===== src/rtl/rf_wb_arbiter_pkg.sv =====
// Shared constants for the register-file writeback arbiter: widths and
// requester indices.
package rf_pkg;
    localparam int DSIZE = 16;
    localparam int NREG  = 16;
    localparam int RSIZE = 4;
    localparam int NREQ  = 3;

    localparam int LINK = 0;
    localparam int MEM  = 1;
    localparam int ALU  = 2;
endpackage


===== src/rtl/rf_wb_arbiter_if.sv =====
// Writeback bus: three requesters, pending-set port, hazard-check port and
// register-file write port. The arbiter sits on the slave side.
interface rf_wb_arbiter_if #(
    parameter int DSIZE = rf_pkg::DSIZE
) ();
    import rf_pkg::*;

    logic [NREQ-1:0]       req_valid;
    logic [NREQ*RSIZE-1:0] req_addr;
    logic [NREQ*DSIZE-1:0] req_data;
    logic [NREQ-1:0]       req_ready;

    logic                  pend_set;
    logic [RSIZE-1:0]      pend_addr;
    logic [RSIZE-1:0]      chk_addr1;
    logic [RSIZE-1:0]      chk_addr2;
    logic                  busy1;
    logic                  busy2;

    logic                  rf_wen;
    logic [RSIZE-1:0]      rf_waddr;
    logic [DSIZE-1:0]      rf_wdata;
    logic                  idle;

    modport master (
        output req_valid, req_addr, req_data, pend_set, pend_addr, chk_addr1, chk_addr2,
        input  req_ready, busy1, busy2, rf_wen, rf_waddr, rf_wdata, idle
    );

    modport slave (
        input  req_valid, req_addr, req_data, pend_set, pend_addr, chk_addr1, chk_addr2,
        output req_ready, busy1, busy2, rf_wen, rf_waddr, rf_wdata, idle
    );
endinterface


===== src/rtl/rf_wb_arbiter_rr_arb3.sv =====
// Three-way round-robin grant: first asserted request searching upward
// from ptr, wrapping at 3. Purely combinational.
module rr_arb3 (
    input  logic [2:0] req,
    input  logic [1:0] ptr,
    output logic [2:0] grant
);
    logic w_found;
    int   w_idx;

    // ptr==3 is never produced; (3+k)%3 degrades gracefully to ptr==0 order.
    always_comb begin
        grant   = '0;
        w_found = 1'b0;
        w_idx   = 0;
        for (int k = 0; k < 3; k++) begin
            w_idx = (int'(ptr) + k) % 3;
            if (!w_found && req[w_idx]) begin
                grant[w_idx] = 1'b1;
                w_found      = 1'b1;
            end
        end
    end
endmodule


===== src/rtl/rf_wb_arbiter.sv =====
// Writeback arbiter: round-robin selection of one register-file write per
// cycle, registered write port, and a pending scoreboard for hazard checks.
module rf_wb_arbiter #(
    parameter int DSIZE = rf_pkg::DSIZE,
    parameter int NREG  = rf_pkg::NREG
) (
    input logic            clk,
    input logic            rst,
    rf_wb_arbiter_if.slave bus
);
    import rf_pkg::*;

    logic [1:0]       r_ptr;
    logic [NREG-1:0]  r_pend;
    logic             r_wen;
    logic [RSIZE-1:0] r_waddr;
    logic [DSIZE-1:0] r_wdata;

    logic [NREQ-1:0]  w_grant;
    logic [NREQ-1:0]  w_xfer;
    logic             w_any;
    logic [1:0]       w_ptr_nxt;
    logic [RSIZE-1:0] w_addr;
    logic [DSIZE-1:0] w_data;
    logic [NREG-1:0]  w_pend_nxt;
    logic             w_busy1;
    logic             w_busy2;

    rr_arb3 u_arb (
        .req   (bus.req_valid),
        .ptr   (r_ptr),
        .grant (w_grant)
    );

    // Nothing is granted while reset is held, so no transfer can slip in.
    assign bus.req_ready = rst ? '0 : w_grant;
    assign w_xfer        = bus.req_valid & bus.req_ready;
    assign w_any         = |w_xfer;

    always_comb begin
        w_addr    = '0;
        w_data    = '0;
        w_ptr_nxt = r_ptr;
        for (int i = 0; i < NREQ; i++) begin
            if (w_xfer[i]) begin
                w_addr    = bus.req_addr[i*RSIZE +: RSIZE];
                w_data    = bus.req_data[i*DSIZE +: DSIZE];
                w_ptr_nxt = 2'((i + 1) % NREQ);
            end
        end
    end

    // A set wins over a same-cycle clear of the same bit.
    always_comb begin
        w_pend_nxt = r_pend;
        for (int i = 0; i < NREG; i++) begin
            if (r_wen && int'(r_waddr) == i)
                w_pend_nxt[i] = 1'b0;
            if (bus.pend_set && bus.pend_addr != '0 && int'(bus.pend_addr) == i)
                w_pend_nxt[i] = 1'b1;
        end
    end

    // Bypass: a register being written this cycle is no longer a hazard.
    always_comb begin
        w_busy1 = 1'b0;
        w_busy2 = 1'b0;
        for (int i = 1; i < NREG; i++) begin
            if (int'(bus.chk_addr1) == i)
                w_busy1 = r_pend[i] && !(r_wen && r_waddr == bus.chk_addr1);
            if (int'(bus.chk_addr2) == i)
                w_busy2 = r_pend[i] && !(r_wen && r_waddr == bus.chk_addr2);
        end
    end

    always_ff @(posedge clk) begin
        if (rst) begin
            r_ptr   <= '0;
            r_pend  <= '0;
            r_wen   <= 1'b0;
            r_waddr <= '0;
            r_wdata <= '0;
        end else begin
            r_ptr  <= w_ptr_nxt;
            r_pend <= w_pend_nxt;
            r_wen  <= w_any && (w_addr != '0);
            if (w_any) begin
                r_waddr <= w_addr;
                r_wdata <= w_data;
            end
        end
    end

    assign bus.rf_wen   = r_wen;
    assign bus.rf_waddr = r_waddr;
    assign bus.rf_wdata = r_wdata;
    assign bus.busy1    = w_busy1;
    assign bus.busy2    = w_busy2;
    assign bus.idle     = (r_pend == '0) && !r_wen;
endmodule


===== src/flat_wrapper.sv =====
// flat-port wrapper written by rule: the top's interface ports become plain ports
module rf_wb_arbiter_flat import rf_pkg::*;
#(
    parameter int DSIZE = rf_pkg::DSIZE,
    parameter int NREG  = rf_pkg::NREG
)
  (clk, rst, bus_req_valid, bus_req_addr, bus_req_data, bus_pend_set, bus_pend_addr, bus_chk_addr1, bus_chk_addr2, bus_req_ready, bus_busy1, bus_busy2, bus_rf_wen, bus_rf_waddr, bus_rf_wdata, bus_idle);
  rf_wb_arbiter_if #(.DSIZE(DSIZE)) bus_i ();
  input logic clk;
  input logic rst;
  input wire logic [$bits(bus_i.req_valid)-1:0] bus_req_valid;
  input wire logic [$bits(bus_i.req_addr)-1:0] bus_req_addr;
  input wire logic [$bits(bus_i.req_data)-1:0] bus_req_data;
  input wire logic [$bits(bus_i.pend_set)-1:0] bus_pend_set;
  input wire logic [$bits(bus_i.pend_addr)-1:0] bus_pend_addr;
  input wire logic [$bits(bus_i.chk_addr1)-1:0] bus_chk_addr1;
  input wire logic [$bits(bus_i.chk_addr2)-1:0] bus_chk_addr2;
  output wire logic [$bits(bus_i.req_ready)-1:0] bus_req_ready;
  output wire logic [$bits(bus_i.busy1)-1:0] bus_busy1;
  output wire logic [$bits(bus_i.busy2)-1:0] bus_busy2;
  output wire logic [$bits(bus_i.rf_wen)-1:0] bus_rf_wen;
  output wire logic [$bits(bus_i.rf_waddr)-1:0] bus_rf_waddr;
  output wire logic [$bits(bus_i.rf_wdata)-1:0] bus_rf_wdata;
  output wire logic [$bits(bus_i.idle)-1:0] bus_idle;
  assign bus_i.req_valid = bus_req_valid;
  assign bus_i.req_addr = bus_req_addr;
  assign bus_i.req_data = bus_req_data;
  assign bus_i.pend_set = bus_pend_set;
  assign bus_i.pend_addr = bus_pend_addr;
  assign bus_i.chk_addr1 = bus_chk_addr1;
  assign bus_i.chk_addr2 = bus_chk_addr2;
  assign bus_req_ready = bus_i.req_ready;
  assign bus_busy1 = bus_i.busy1;
  assign bus_busy2 = bus_i.busy2;
  assign bus_rf_wen = bus_i.rf_wen;
  assign bus_rf_waddr = bus_i.rf_waddr;
  assign bus_rf_wdata = bus_i.rf_wdata;
  assign bus_idle = bus_i.idle;
  rf_wb_arbiter #(.DSIZE(DSIZE), .NREG(NREG)) u_core (.clk(clk), .rst(rst), .bus(bus_i));
endmodule

===== config.mk =====
export PLATFORM = sky130hd
export DESIGN_NAME = rf_wb_arbiter_flat
export DESIGN_NICKNAME = d
export VERILOG_FILES = /design/src/rtl/rf_wb_arbiter_pkg.sv /design/src/rtl/rf_wb_arbiter_if.sv /design/src/rtl/rf_wb_arbiter_rr_arb3.sv /design/src/rtl/rf_wb_arbiter.sv /design/src/flat_wrapper.sv
export SDC_FILE = /design/constraint.sdc
export NUM_CORES = 1
export LEC_CHECK = 0
export BUFFER_PORTS_ARGS = -buffer_cell sky130_fd_sc_hd__buf_2
export CORE_ASPECT_RATIO = 0.9
export CORE_MARGIN = 5
export CORE_UTILIZATION = 49
export CTS_BUF_LIST = sky130_fd_sc_hd__clkbuf_16
export DETAILED_ROUTE_END_ITERATION = 10
export MAX_ROUTING_LAYER = met4
export PLACE_DENSITY = 0.8
export SLEW_MARGIN = 20
export SYNTH_ARGS = -nofsm -noshare
export SYNTH_HDL_FRONTEND = slang
export SYNTH_SLANG_ARGS = --single-unit

===== constraint.sdc =====
create_clock -name clk -period 2.7 [get_ports clk]
set_input_delay 0.405 -clock clk [delete_from_list [all_inputs] [get_ports clk]]
set_output_delay 0.405 -clock clk [all_outputs]
set_load 0.1 [all_outputs]

# Word level (Yosys, flattened, before mapping)
# Cells that the tools add are included.
# op_classes
bitwise_logic,3
div_mod_pow,3
muxes,91
addsub,2
n_lt_le_gt_ge,6
n_eq_ne,62
n_reduce_logical,102
# op_table
op,n
$eq A4 B4 Y1 const B,32
$ge A32 B1 Y1 const B,3
$lt A32 B4 Y1 const B,3
$mux W1,73
$logic_and A1 B1 Y1,72
$eq A4 B3 Y1 const B,16
$mod A32 B3 Y32 const B,2
$mux W16,3
$reduce_bool A2 Y1,17
$eq A4 B2 Y1 const B,8
$mod A3 B3 Y32 const B,1
$eq A4 B1 Y1 const B,4
$logic_not A16 Y1,1
$mux W3,4
$mux W4,3
$eq A4 B4 Y1,2
$logic_not A4 Y1,2
$reduce_bool A4 Y1,2
$bmux W1 S2,3
$demux W1 S2,3
$or A3 B3 Y3,2
$reduce_or A3 Y1,2
$logic_not A1 Y1,5
$mux W2,2
4 further kinds,4
# totals
regBits,39
elab_cells,290
output_inout_bits,27
in_bits,78

# Depth between registers and ports, before layout
# Gate-level depths: netlist of the first run.
# depth
ltp_word,19
ltp_mapped,11
ltp_nobuf,9

# Cells and area by module
# Synthesis of the first run repeated with hierarchy kept, for this count alone.
# unflattened
cells_unflattened,343
area_unflattened_um2,2666.3
# modules_own_cells
mod,area_each_um2,n_inst,seq_area_each_um2,cells_per_inst
rf_wb_arbiter,2401.1,1,780.7,308
rr_arb3,265.3,1,0.0,35

# Least setup slack after synthesis of the first run
# OpenSTA, ideal clock, no wires.
# synth_path
path_kind,register -> output
startpoint,"register u_core.r_wen, in the netlist u_core.bus.rf_wen"
endpoint,output bus_idle
required_time_ps,2295
path_stages_with_launch,4
n_path_buf,0
path_slack_ps,-1634
arrival_time_ps,3929
cell_sequence,dfxtp_1 nor4_1 nand4_1 nor4_1
# synth_between
elab_chain_cells,2
# synth_lines
element,line,text
"start, declared",rf_wb_arbiter.sv:15,logic r_wen;
"start signal, assigned",rf_wb_arbiter.sv:86,r_wen <= w_any && (w_addr != '0);
$logic_not A1 Y1,rf_wb_arbiter.sv:99,assign bus.idle = (r_pend == '0) && !r_wen;
$logic_and A1 B1 Y1,rf_wb_arbiter.sv:99,
"end, declared",flat_wrapper.sv:24,output wire logic [$bits(bus_i.idle)-1:0] bus_idle;
# No other way between the ends.

# Final worst setup path of the first run
# layout_path
startpoint,register u_core.r_ptr[0]
endpoint,output bus_req_ready[1]
# layout_between
elab_chain_cells,12
# layout_lines
element,line,text
"start, declared",rf_wb_arbiter.sv:13,logic [1:0] r_ptr;
"start signal, assigned",rf_wb_arbiter.sv:84,r_ptr <= w_ptr_nxt;
branches (longest 10 deep; another with $mod A32 B3 Y32),n/a,
$mux W3 (*),rf_wb_arbiter_rr_arb3.sv:18,if (!w_found && req[w_idx]) begin
$mux W3 (*),rf_wb_arbiter.sv:36,assign bus.req_ready = rst ? '0 : w_grant;
"end, declared",flat_wrapper.sv:18,output wire logic [$bits(bus_i.req_ready)-1:0] bus_req_ready;
# Mark *: on every way between the ends. The select of a mux whose other input is x is not followed.

==> results of run 1 <==
routing by layer:
metal	up-vias	GRT usage, %	routed length [um]
li1	1430	-	-
met3	15	4.31	553
met5	-	-	0
met1	1357	30.2	3540
met4	0	7.25	119
met2	130	38.5	3730
cell type report:
| type | instances | area (um2) | share of cell area (%) |
|---|---|---|---|
| flip-flops and latches | 39 | 787 | 22.9 |
| clock buffers | 5 | 125 | 3.64 |
| multi-input cells | 266 | 1780 | 51.7 |
| clock inverters | 3 | 20.0 | 0.583 |
| inverters | 8 | 30.0 | 0.874 |
| well taps | 67 | 83.8 | 2.44 |
| repair buffers | 112 | 613 | 17.8 |
worst register-to-register path, cell delays in order (launching register included):
cell       delay, ns
dfxtp_1         0.36
inv_1           0.08
ha_1            0.30
nand2b_1        0.23
a311oi_1        0.30
o22a_2          0.26
buf_4           0.14
nor4b_4         0.04
buf_4           0.24
a21oi_1         0.17
o2bb2ai_1       0.18
nand4_1         0.11
cells in the final DEF (no fill, tap or decap), drive strengths merged, types with 2 or more instances in the layout:
cell type,instances
a21oi,42
a221o,16
a311oi,3
and2b,2
and3b,3
buf,112
clkbuf,5
clkinvlp,2
dfxtp,39
ha,4
inv,8
mux2i,6
mux4,2
nand2,50
nand2b,5
nand3,28
nand3b,4
nand4,2
nor2,11
nor2b,5
nor3,6
nor3b,4
nor4,4
nor4b,2
o211ai,2
o21ai,29
o21bai,2
o221ai,2
o22ai,2
o2bb2ai,4
xnor2,2
xor2,6
worst max-delay path by stage:
stage | start | end | slack (ns) | cells after the start
finish | u_core.r_ptr[0] | bus_req_ready[1] | 0.16 | 7
global route | u_core.r_ptr[1] | u_core.bus.rf_wen | -0.001 | 11
CTS | u_core.r_ptr[0] | bus_req_ready[2] | 0.04 | 6
detailed placement | u_core.r_ptr[0] | u_core.bus.rf_wdata[7] | 0.11 | 8
global placement | u_core.r_ptr[0] | u_core.bus.rf_wdata[2] | 0.23 | 8
floorplan | u_core.r_ptr[1] | u_core.bus.rf_wen | 0.04 | 10
flip-flops by register name, summed over array words and instances, names as in the netlist:
register	flops
u_core.bus.rf_wen	1
u_core.r_pend	16
u_core.bus.rf_wdata	16
u_core.r_ptr	2
u_core.bus.rf_waddr	4
power by group through the flow:
stage / logic, uW / clock network [uW] / registers [uW]
2_1_floorplan: 511 / 0 / 1100
4_1_cts: 1100 / 585 / 726
3_5_place_dp: 1100 / 0 / 735
3_3_place_gp: 1080 / 0 / 734
6_report: 1100 / 572 / 728
5_1_grt: 1160 / 611 / 738
cells by family (layout without fill, tap and decap cells):
kind of cell    count (synthesis)  in the layout
compound gates                112            112
xor+xnor                        8              8
fa+ha+maj                       4              4
buf+inv                        34            128
flops                          39             39
mux                             9              9
simple gates                  133            133
per-stage QoR:
step                      setup slack [ns]  utilization, %  power (uW)  std cells
after floorplan                     0.0365               -        1610        339
after detailed placement             0.107            62.0        1830        491
after global routing              -0.00145            65.0        2510        500
after CTS                           0.0355            64.8        2410        499
after global placement               0.226            62.0        1810        491
final                                0.158            65.0        2400        500
repair_timing:
item | CTS | global route
gates cloned | 0 | 0
resized for setup | 1 | 3
endpoints found under the setup margin | 1 | 3
buffers inserted | 0 | 1
pin swaps | 0 | 1
==> impl_results.md, run 1 <==
* Run status: complete, no violations
* Leading post-synthesis cells by cell area: dfxtp_1 (29%), a21oi_1 (7.6%), nand2_1 (6.8%)
* Post-synth ARST share at 0%
* 1st-iter DRT viols at 225
* Number of antenna violations at the first check in global routing at 0
* Share of the clock period used by the worst path at 94.2%
* Per-instance average area after synthesis at 7.95 um2
* First drt pass iteration count at 6
* H-tree levels at 2
* Share of the synthesized area in compound gates (AO/OA/AOI/OAI) at 28.5%
* Seq/Total Area, Yosys at 29.0%
* Portion of netlist area occupied by mux cells at 4.78%
* Residual overflow from global routing at 0
* Post-synthesis cell area at 2700 um2
* Launching element type of the critical path: flip-flop
* Starting density of the core at 51.0%
* Cells on Worst Hold Path at 2
* Summed area of non-filler cells in the final layout at 3440 um2
* Setup TNS at 0 ns
* Pin slew with the least headroom to its limit at 0.662 ns
* Post-synth cell types at 59
* Die W at 88.2 um
* Largest family of logic cells by synthesized area: compound AO/OA/AOI/OAI gates
* Final-layout worst hold slack at 0.344 ns
* Max VDD drop at 0.000520 V
* Minimum setup slack among reg-to-reg paths at 0.18 ns
* Area growth from synthesis to final layout at 27.4%
* Die area at 7090 um2
* Mean routed wirelength per cell at 15.9 um
* Via count of the routed design at 2932
* Required @ worst endpoint at 2.30 ns
* Die Height at 80.4 um
* Maximum number of pins on one net before global-route repair at 27
* Most instantiated cells after synthesis: nand2_1 (49), a21oi_1 (41), dfxtp_1 (39)
* Weighted congestion at the end of routability-driven global placement at 0.894
* Number of storage elements in the synthesis netlist at 39
* Cell type group with the largest total delay on the critical path: simple AND/OR/NAND/NOR gates
* Clock Pin Slew Worst Setup and Hold Paths at 0.06 ns
* Endpoint of the most critical register-to-register path: u_core.bus.rf_wen
* Crit path buffers/inverters at 2
* Share of Yosys cell area claimed by the top area cell type at 29.0%
* Number of global-route vias before repair at 2853
* Classification of the worst-slack hold path: in2reg
* Net count, final at 514
* Primary FF master, synth: dfxtp_1
* Slew Limit Headroom at 55.8%
* Total Wirelength at 7.94 mm
* CP arrival at 2.14 ns
* Clock Root Buffer: clkbuf_16
* Count of port buffers added during placement at 104
* Global-route wire length before repair at 13.1 mm
* Max cap viols at 0
* HPWL after DPL at 6.16 mm
* Clock period minus worst slack at 2.54 ns
* Sequence of cells on the critical path: inv_1 > ha_1 > nor4b_2 > o21bai_4 > o21a_1 > nor2_2 > buf_12
* Reg power frac at 30.3%
* Worst R2R Path Depth at 11
* Synthesized instance count at 339
* Power per Cell Area at 699 nW/um2
* Deepest clock path buffer count at 2
* Floorplan core area at 5290 um2
* Synthesized netlist net count at 421
* Stage delay of the slowest cell on the critical path at 0.43 ns
* Fill cell count at 480
* Cts bufs inserted at 5
* Number of hold-repair buffers added at the cts stage at 0
* Setup skew after layout at 0.00355 ns
* Type of destination of the critical path: output pin
* Number of cell rows at 25
* Number of enable flip-flop cells after synthesis at 0
* Pins over their slew limit at 0
* Slowest-stage cell, CP: nor4b_2
* Share of layout cells above drive strength 1 at 33.7%
* Placement-stage cell area at 3280 um2
* Clock latency at the later pin of the worst-skew pair at 0.28 ns
* Post-DRT Antenna Nets at 0
* Start-to-end type of the worst setup path: reg2out
* Hold worst-path end: u_core.bus.rf_wdata[14]
* Sw Share at 47.0%
* Number of top-level design ports at 105
* Power share of the clock group at 23.8%
* Combinational Power Share at 45.9%
* Synthesis warning total at 0
* Worst Hold Launch: bus_req_data[46]
* Number of inserted diodes at 0
* Most common cell in the synthesized netlist: nand2_1
* Cell type contributing the most total cell area after synthesis: dfxtp_1
* R2r startpoint: u_core.r_ptr[1]
* Critical path fanouts, max at 6
* Final count of negative-setup-slack endpoints at 0
* Number of sinks driven by the clock tree at 39
* TritonCTS clock tree: yes
* Post-synthesis adder-cell area fraction at 1.86%
* DRC errors left at 0
* Number of hold-slack violations in the final timing report at 0
* Maximum clock rate at 393 MHz
* Net switching power of the design at 1130 uW
* Xor-xnor portion of the synthesized cell area at 2.60%
* Static power due to leakage at 0.00145 uW
* Cell-internal power at 1270 uW
* Routed via count divided by cell count at 5.86
* Share of synthesized cell area in and, or, nand and nor gates at 26.1%
* Total GRT Usage at 23.8%
No activity file was read; power rests on OpenSTA's default activity.
==> run 2: changes to the inputs <==
==> constraint.sdc (replaced) <==
create_clock -name clk -period 2.6 [get_ports clk]
set_input_delay 0.39 -clock clk [delete_from_list [all_inputs] [get_ports clk]]
set_output_delay 0.39 -clock clk [all_outputs]
set_load 0.1 [all_outputs]
==> run 2 against run 1 <==
Net effect:
- sequential power increased by 4.3%
- utilization increased by 1.4 points
- first-iteration DRC count decreased by 15%
- largest power group unchanged
==> impl_results.md, run 2 (synthesis results as in run 1) <==
* Die area at 7090 um2 (unchanged)
* Worst-case setup margin in the final layout at 0.111 ns (-0.0469 ns)
* Type of destination of the critical path: output pin
* Commonest non-fill, non-tap cell in the layout: buf_2
* Starting density of the core at 51.0% (unchanged)
* Number of hold-repair buffers added at the cts stage at 0 (unchanged)
* Fill cell count at 435 (-9.4%)
* Maximum clock rate at 402 MHz
* Sequential standard cell area at 788 um2 (+0.16%)
* Worst setup timing slack at the placement stage at 0.152 ns (+0.0452 ns)
* Cell count after placement at 493 (+0.41%)
* Die Height at 80.4 um (unchanged)
* 1st-iter DRT viols at 192 (-15%)
* Max VDD drop at 0.000474 V (-8.9%)
* Slowest-stage cell, CP: dfxtp_2
* Number of cell rows at 25 (unchanged)
* Hold worst-path end: u_core.bus.rf_wdata[10]
* Weighted congestion at the end of routability-driven global placement at 0.932 (+4.3%)
* Die W at 88.2 um (unchanged)
* Number of global-route vias before repair at 2846 (-0.25%)
* Clock Root Buffer: clkbuf_16
* DRC errors left at 0 (unchanged)
* Classification of the worst-slack hold path: in2reg
* CP arrival at 2.10 ns (-0.04 ns)
* Via count of the routed design at 2910 (-0.75%)
* Final count of negative-setup-slack endpoints at 0 (unchanged)
* Share of layout cells above drive strength 1 at 35.9% (+2.2 points)
* Slew Limit Headroom at 56.0% (+0.18 points)
* Unrepaired setup endpoints after global routing: no
* Worst Hold Launch: bus_req_data[42]
* HPWL after DPL at 6.12 mm (-0.64%)
* Count of port buffers added during placement at 104 (unchanged)
* Pins over their slew limit at 0 (unchanged)
* Layout Cells excl Fill at 501 (+0.20%)
* Clock latency at the later pin of the worst-skew pair at 0.28 ns (about the same)
* Number of sinks driven by the clock tree at 39 (unchanged)
* Total Wirelength at 7.91 mm (-0.44%)
* Post-DRT Antenna Nets at 0 (unchanged)
* Max cap viols at 0 (unchanged)
* Cell type group with the largest total delay on the critical path: compound AO/OA/AOI/OAI gates
* Deepest clock path buffer count at 2 (unchanged)
* Worst R2R Path Depth at 9 (-2)
* Static power due to leakage at 0.00148 uW (+1.9%)
* Setup skew after layout at 0.00265 ns (-0.000895 ns)
* Endpoint of the most critical register-to-register path: u_core.bus.rf_wdata[13]
* Power per Cell Area at 715 nW/um2 (+2.3%)
* Cts bufs inserted at 5 (unchanged)
* Minimum setup slack among reg-to-reg paths at 0.19 ns (about the same)
* Number of hold-slack violations in the final timing report at 0 (unchanged)
* Start-to-end type of the worst setup path: reg2out
* Post-layout power at 2510 uW (+4.6%)
* R2r startpoint: u_core.r_ptr[1]
* Combined area of the multi-input logic cells at 1840 um2 (+3.3%)
* Global-route wire length before repair at 13.2 mm (+0.79%)
* H-tree levels at 2 (unchanged)
* Mean routed wirelength per cell at 15.8 um (-0.64%)
* Residual overflow from global routing at 0 (unchanged)
* Area growth from synthesis to final layout at 30.3%
* Maximum number of pins on one net before global-route repair at 27 (unchanged)
* Clock Pin Slew Worst Setup and Hold Paths at 0.06 ns (about the same)
* Run status: complete, no violations
* First drt pass iteration count at 4 (-2)
* First element of the critical path: u_core.r_ptr[1]
* Required @ worst endpoint at 2.21 ns (-0.09 ns)
* Number of inserted diodes at 0 (unchanged)
* Stage delay of the slowest cell on the critical path at 0.35 ns (-0.08 ns)
* Floorplan core area at 5290 um2 (unchanged)
* Number of antenna violations at the first check in global routing at 0 (unchanged)
* Post-CTS repair timing setup buffer count at 0 (unchanged)
* Commonest cells after routing, fill and taps aside: buf_2 (101), nand2_1 (48), a21oi_1 (40)
* Crit path buffers/inverters at 2 (unchanged)
* TritonCTS clock tree: yes
* Net count, final at 515 (+0.19%)
* Routed via count divided by cell count at 5.81 (-0.95%)
* Pin slew with the least headroom to its limit at 0.660 ns (-0.00274 ns)
* Critical path fanouts, max at 6 (unchanged)
* Number of top-level design ports at 105 (unchanged)
* Launching element type of the critical path: flip-flop
* Cells on Worst Hold Path at 2 (unchanged)
* Total GRT Usage at 24.2% (+0.44 points)
* Sequence of cells on the critical path: inv_2 > ha_2 > mux2i_4 > o22ai_4 > o21bai_4 > o21a_1 > nor2_2 > buf_12
* Clock period minus worst slack at 2.49 ns
* Share of the clock period used by the worst path at 95.7%
==> run 2: changes by cell type in the layout (fill, tap and decap cells not counted), sizes merged <==
cell	delta
inv	+1
buf	+1
clkinvlp	-1
==> run 2: what timing repair did <==
item | 4_1_cts | 5_1_grt
cloned | 0 | 0
resized for setup | 1 | 4
pin swaps | 0 | 0
endpoints found under the setup margin | 1 | 9
==> run 2: power by group <==
group	total [uW]	leakage [uW]	switching [uW]	internal (uW)
Combinational	1170	0.00109	852	314
Sequential	759	0.000321	88.9	670
Clock	587	0.0000710	238	350
Total	2510	0.00148	1180	1330
==> run 2: stage by stage <==
stage	instance area (um2)	utilization (%)	hold slack [ns]	TNS (ns)
global route	3510	66.4	0.333	0
floorplan	2800	-	0.456	-0.0360
CTS	3490	66.1	0.324	0
detailed placement	3350	63.4	0.468	0
finish	3510	66.4	0.329	0
global placement	3350	63.4	0.465	0
==> run 2: layer usage <==
layer  part of all wire [%]  vias up  wire length, um  GRT usage (%)
met5                      0        -                0              -
met4                    1.4        0              108           7.85
met3                    8.1        8              643           5.03
met2                     47      117             3740           39.0
met1                     43     1347             3410           30.4
li1                       -     1438                -              -
==> run 2: final cells by class <==
class	instances	share of cell area (%)
inverter	8	0.855
sequential	39	22.4
multi-input combinational	266	52.3
clock inverter	3	0.463
tap	67	2.39
timing repair buffer	113	18.0
clock buffer	5	3.56
==> run 2: worst max-delay path by stage <==
| stage | slack (ns) | depth (start not counted) | to |
|---|---|---|---|
| after global placement | 0.25 | 9 | u_core.bus.rf_wdata[14] |
| after floorplan | -0.04 | 10 | u_core.bus.rf_wen |
| after detailed placement | 0.15 | 9 | u_core.bus.rf_wdata[13] |
| after CTS | 0.04 | 7 | bus_req_ready[1] |
| after global routing | 0.008 | 8 | bus_req_ready[0] |
| final | 0.11 | 8 | bus_req_ready[1] |
==> run 3: changes to the inputs <==
--- a/config.mk
+++ b/config.mk
@@ -8,11 +8,11 @@
 export BUFFER_PORTS_ARGS = -buffer_cell sky130_fd_sc_hd__buf_2
 export CORE_ASPECT_RATIO = 0.9
 export CORE_MARGIN = 5
-export CORE_UTILIZATION = 49
+export CORE_UTILIZATION = 45
 export CTS_BUF_LIST = sky130_fd_sc_hd__clkbuf_16
 export DETAILED_ROUTE_END_ITERATION = 10
 export MAX_ROUTING_LAYER = met4
-export PLACE_DENSITY = 0.8
+export PLACE_DENSITY = 0.78
 export SLEW_MARGIN = 20
 export SYNTH_ARGS = -nofsm -noshare
 export SYNTH_HDL_FRONTEND = slang
==> constraint.sdc (replaced) <==
create_clock -name clk -period 2.1 [get_ports clk]
set_input_delay 0.315 -clock clk [delete_from_list [all_inputs] [get_ports clk]]
set_output_delay 0.315 -clock clk [all_outputs]
set_load 0.1 [all_outputs]
==> run 3 against run 2 <==
Net effect:
- the flow now finishes with violations (setup timing)
- sequential power rose by 25%
- utilization rose by 10 points
- via count rose by 12%
- critical endpoint is now bus_req_ready[0]
- register-to-register slack got worse by 0.40 ns
==> impl_results.md, run 3 (synthesis results as in run 1) <==
* 1st-iter DRT viols at 153 (-20%)
* Cells on Worst Hold Path at 2 (unchanged)
* Power share of the clock group at 24.0% (+0.6 points)
* Total GRT Usage at 24.4% (+0.17 points)
* Launching element type of the critical path: flip-flop
* Clock latency at the later pin of the worst-skew pair at 0.29 ns (about the same)
* Maximum number of pins on one net before global-route repair at 24 (-11%)
* Setup skew after layout at 0.00868 ns (+0.00603 ns)
* Net switching power of the design at 1640 uW (+39%)
* Number of antenna violations at the first check in global routing at 0 (unchanged)
* Via count of the routed design at 3246 (+12%)
* Deepest clock path buffer count at 2 (unchanged)
* Cell-internal power at 2000 uW (+50%)
* Post-DRT Antenna Nets at 0 (unchanged)
* Worst R2R Path Depth at 10 (+1)
* Share of layout cells above drive strength 1 at 53.6% (+18 points)
* Maximum clock rate at 423 MHz
* Post-layout power at 3640 uW (+45%)
* Static power due to leakage at 0.00177 uW (+19%)
* Sw Share at 45.1% (-1.8 points)
* First drt pass iteration count at 5 (+1)
* Run status: finished, violations left
* Number of top-level design ports at 105 (unchanged)
* Weighted congestion at the end of routability-driven global placement at 0.960 (+3.0%)
* Cts bufs inserted at 5 (unchanged)
* Setup TNS at -4.38 ns (-4.38 ns)
* Combinational Power Share at 50.0% (+3.6 points)
* Number of hold-repair buffers added at the cts stage at 0 (unchanged)
* Number of cell rows at 26 (+4.0%)
* Clock Pin Slew Worst Setup and Hold Paths at 0.06 ns (about the same)
* Slew Limit Headroom at 66.6% (+11 points)
* Residual overflow from global routing at 0 (unchanged)
* Classification of the worst-slack hold path: in2reg
* HPWL after DPL at 6.41 mm (+4.7%)
* Power per Cell Area at 823 nW/um2 (+15%)
* Clock Root Buffer: clkbuf_16
* Number of sinks driven by the clock tree at 39 (unchanged)
* R2r startpoint: u_core.r_ptr[0]
* Length of routed met3 wiring at 950 um (+48%)
* Required @ worst endpoint at 1.78 ns (-0.43 ns)
* Start-to-end type of the worst setup path: reg2out
* Commonest cells after routing, fill and taps aside: buf_2 (98), nand2_1 (43), dfxtp_1 (30)
* Minimum setup slack among reg-to-reg paths at -0.21 ns (-0.40 ns)
* Routed metal-1 wire length at 4.04 mm (+18%)
* TritonCTS clock tree: yes
* Max Used Layer: met4
* Max VDD drop at 0.000486 V (+2.5%)
* DRC errors left at 0 (unchanged)
* H-tree levels at 2 (unchanged)
* Routed via count divided by cell count at 6.03 (+3.9%)
* Die Height at 83.4 um (+3.8%)
* Reg power frac at 26.1% (-4.1 points)
* Floorplan core area at 5760 um2 (+8.9%)
* Share of the clock period used by the worst path at 113%
* Type of destination of the critical path: output pin
* Die W at 91.6 um (+3.9%)
* Met2 routed wirelength at 5.34 mm (+43%)
* Max cap viols at 0 (unchanged)
* Die area at 7640 um2 (+7.8%)
* Final count of negative-setup-slack endpoints at 26 (+26)
* Combined area of the multi-input logic cells at 2240 um2 (+22%)
* Fill cell count at 349 (-20%)
* Number of inserted diodes at 0 (unchanged)
* Area growth from synthesis to final layout at 63.9%
* Clock period minus worst slack at 2.36 ns
* Mean routed wirelength per cell at 19.9 um (+26%)
* Critical path fanouts, max at 5 (-1)
* Pins over their slew limit at 0 (unchanged)
* CP arrival at 2.05 ns (-0.05 ns)
* Total Wirelength at 10.7 mm (+35%)
* Commonest non-fill, non-tap cell in the layout: buf_2
* Violations in the final reports: setup timing
* Starting density of the core at 46.8% (-4.2 points)
* Global-route wire length before repair at 15.1 mm (+14%)
* Net count, final at 549 (+6.6%)
* Unrepaired setup endpoints after global routing: yes
* Worst-case setup margin in the final layout at -0.263 ns (-0.374 ns)
* Worst Hold Launch: bus_req_data[42]
* Count of port buffers added during placement at 104 (unchanged)
* Pin slew with the least headroom to its limit at 0.504 ns (-0.155 ns)
* Hold worst-path end: u_core.bus.rf_wdata[10]
* Number of global-route vias before repair at 3196 (+12%)
* Final-layout worst hold slack at 0.250 ns (-0.0791 ns)
* Number of hold-slack violations in the final timing report at 0 (unchanged)
* Sequential standard cell area at 805 um2 (+2.1%)
* Endpoint of the most critical register-to-register path: u_core.bus.rf_wdata[0]
[run 3: metrics by stage]
stage	util (%)	cell area [um2]	instances	worst slack, ns
after global routing	76.7	4420	538	-0.328
after global placement	62.8	3610	517	-0.0548
after CTS	71.3	4110	536	-0.191
after detailed placement	62.8	3610	517	-0.143
after floorplan	-	2890	339	-0.524
final	76.7	4420	538	-0.263
[run 3: final cells by class]
type | count | area share (%)
Clock inverter | 3 | 0.963
Timing Repair Buffer | 147 | 24.5
Sequential cell | 39 | 18.2
Tap cell | 70 | 1.98
Inverter | 8 | 0.736
Multi-Input combinational cell | 266 | 50.8
Clock buffer | 5 | 2.83
[run 3: how the worst max path moves through the flow]
stage,slack (ns),to,from,depth (start not counted)
after floorplan,-0.52,u_core.bus.rf_wen,u_core.r_ptr[1],10
after global placement,-0.05,u_core.bus.rf_wdata[15],u_core.r_ptr[1],9
after detailed placement,-0.14,u_core.bus.rf_wdata[0],u_core.r_ptr[0],9
after CTS,-0.19,bus_req_ready[2],u_core.r_ptr[1],8
after global routing,-0.33,bus_req_ready[0],u_core.r_ptr[1],10
final,-0.26,bus_req_ready[0],u_core.r_ptr[0],7
[run 3: per-layer routing]
metal  track usage, %  vias up
met4             7.53        0
met5                -        -
met1             29.5     1487
met3             4.97       36
met2             40.7      218
li1                 -     1505
[run 3: worst max-delay path: stages (launching register included)]
cell and delay [ns]:
dfxtp_4 0.40, ha_4 0.20, mux2i_4 0.31, o22ai_4 0.13
buf_6 0.13, o31a_1 0.30, nor2_4 0.11, buf_12 0.18
[run 3: power by group through the flow]
stage,logic [uW],registers [uW],clock network (uW)
global route,1890,956,911
CTS,1680,940,874
detailed placement,1540,951,0
global placement,1530,953,0
finish,1820,947,872
floorplan,715,1430,0
[run 3: what timing repair did]
item	4_1_cts	5_1_grt
resized for setup	50	57
pin swaps	29	41
hold endpoints to repair	0	0
endpoints found under the setup margin	26	27
setup buffers	8	3
cloned	3	2
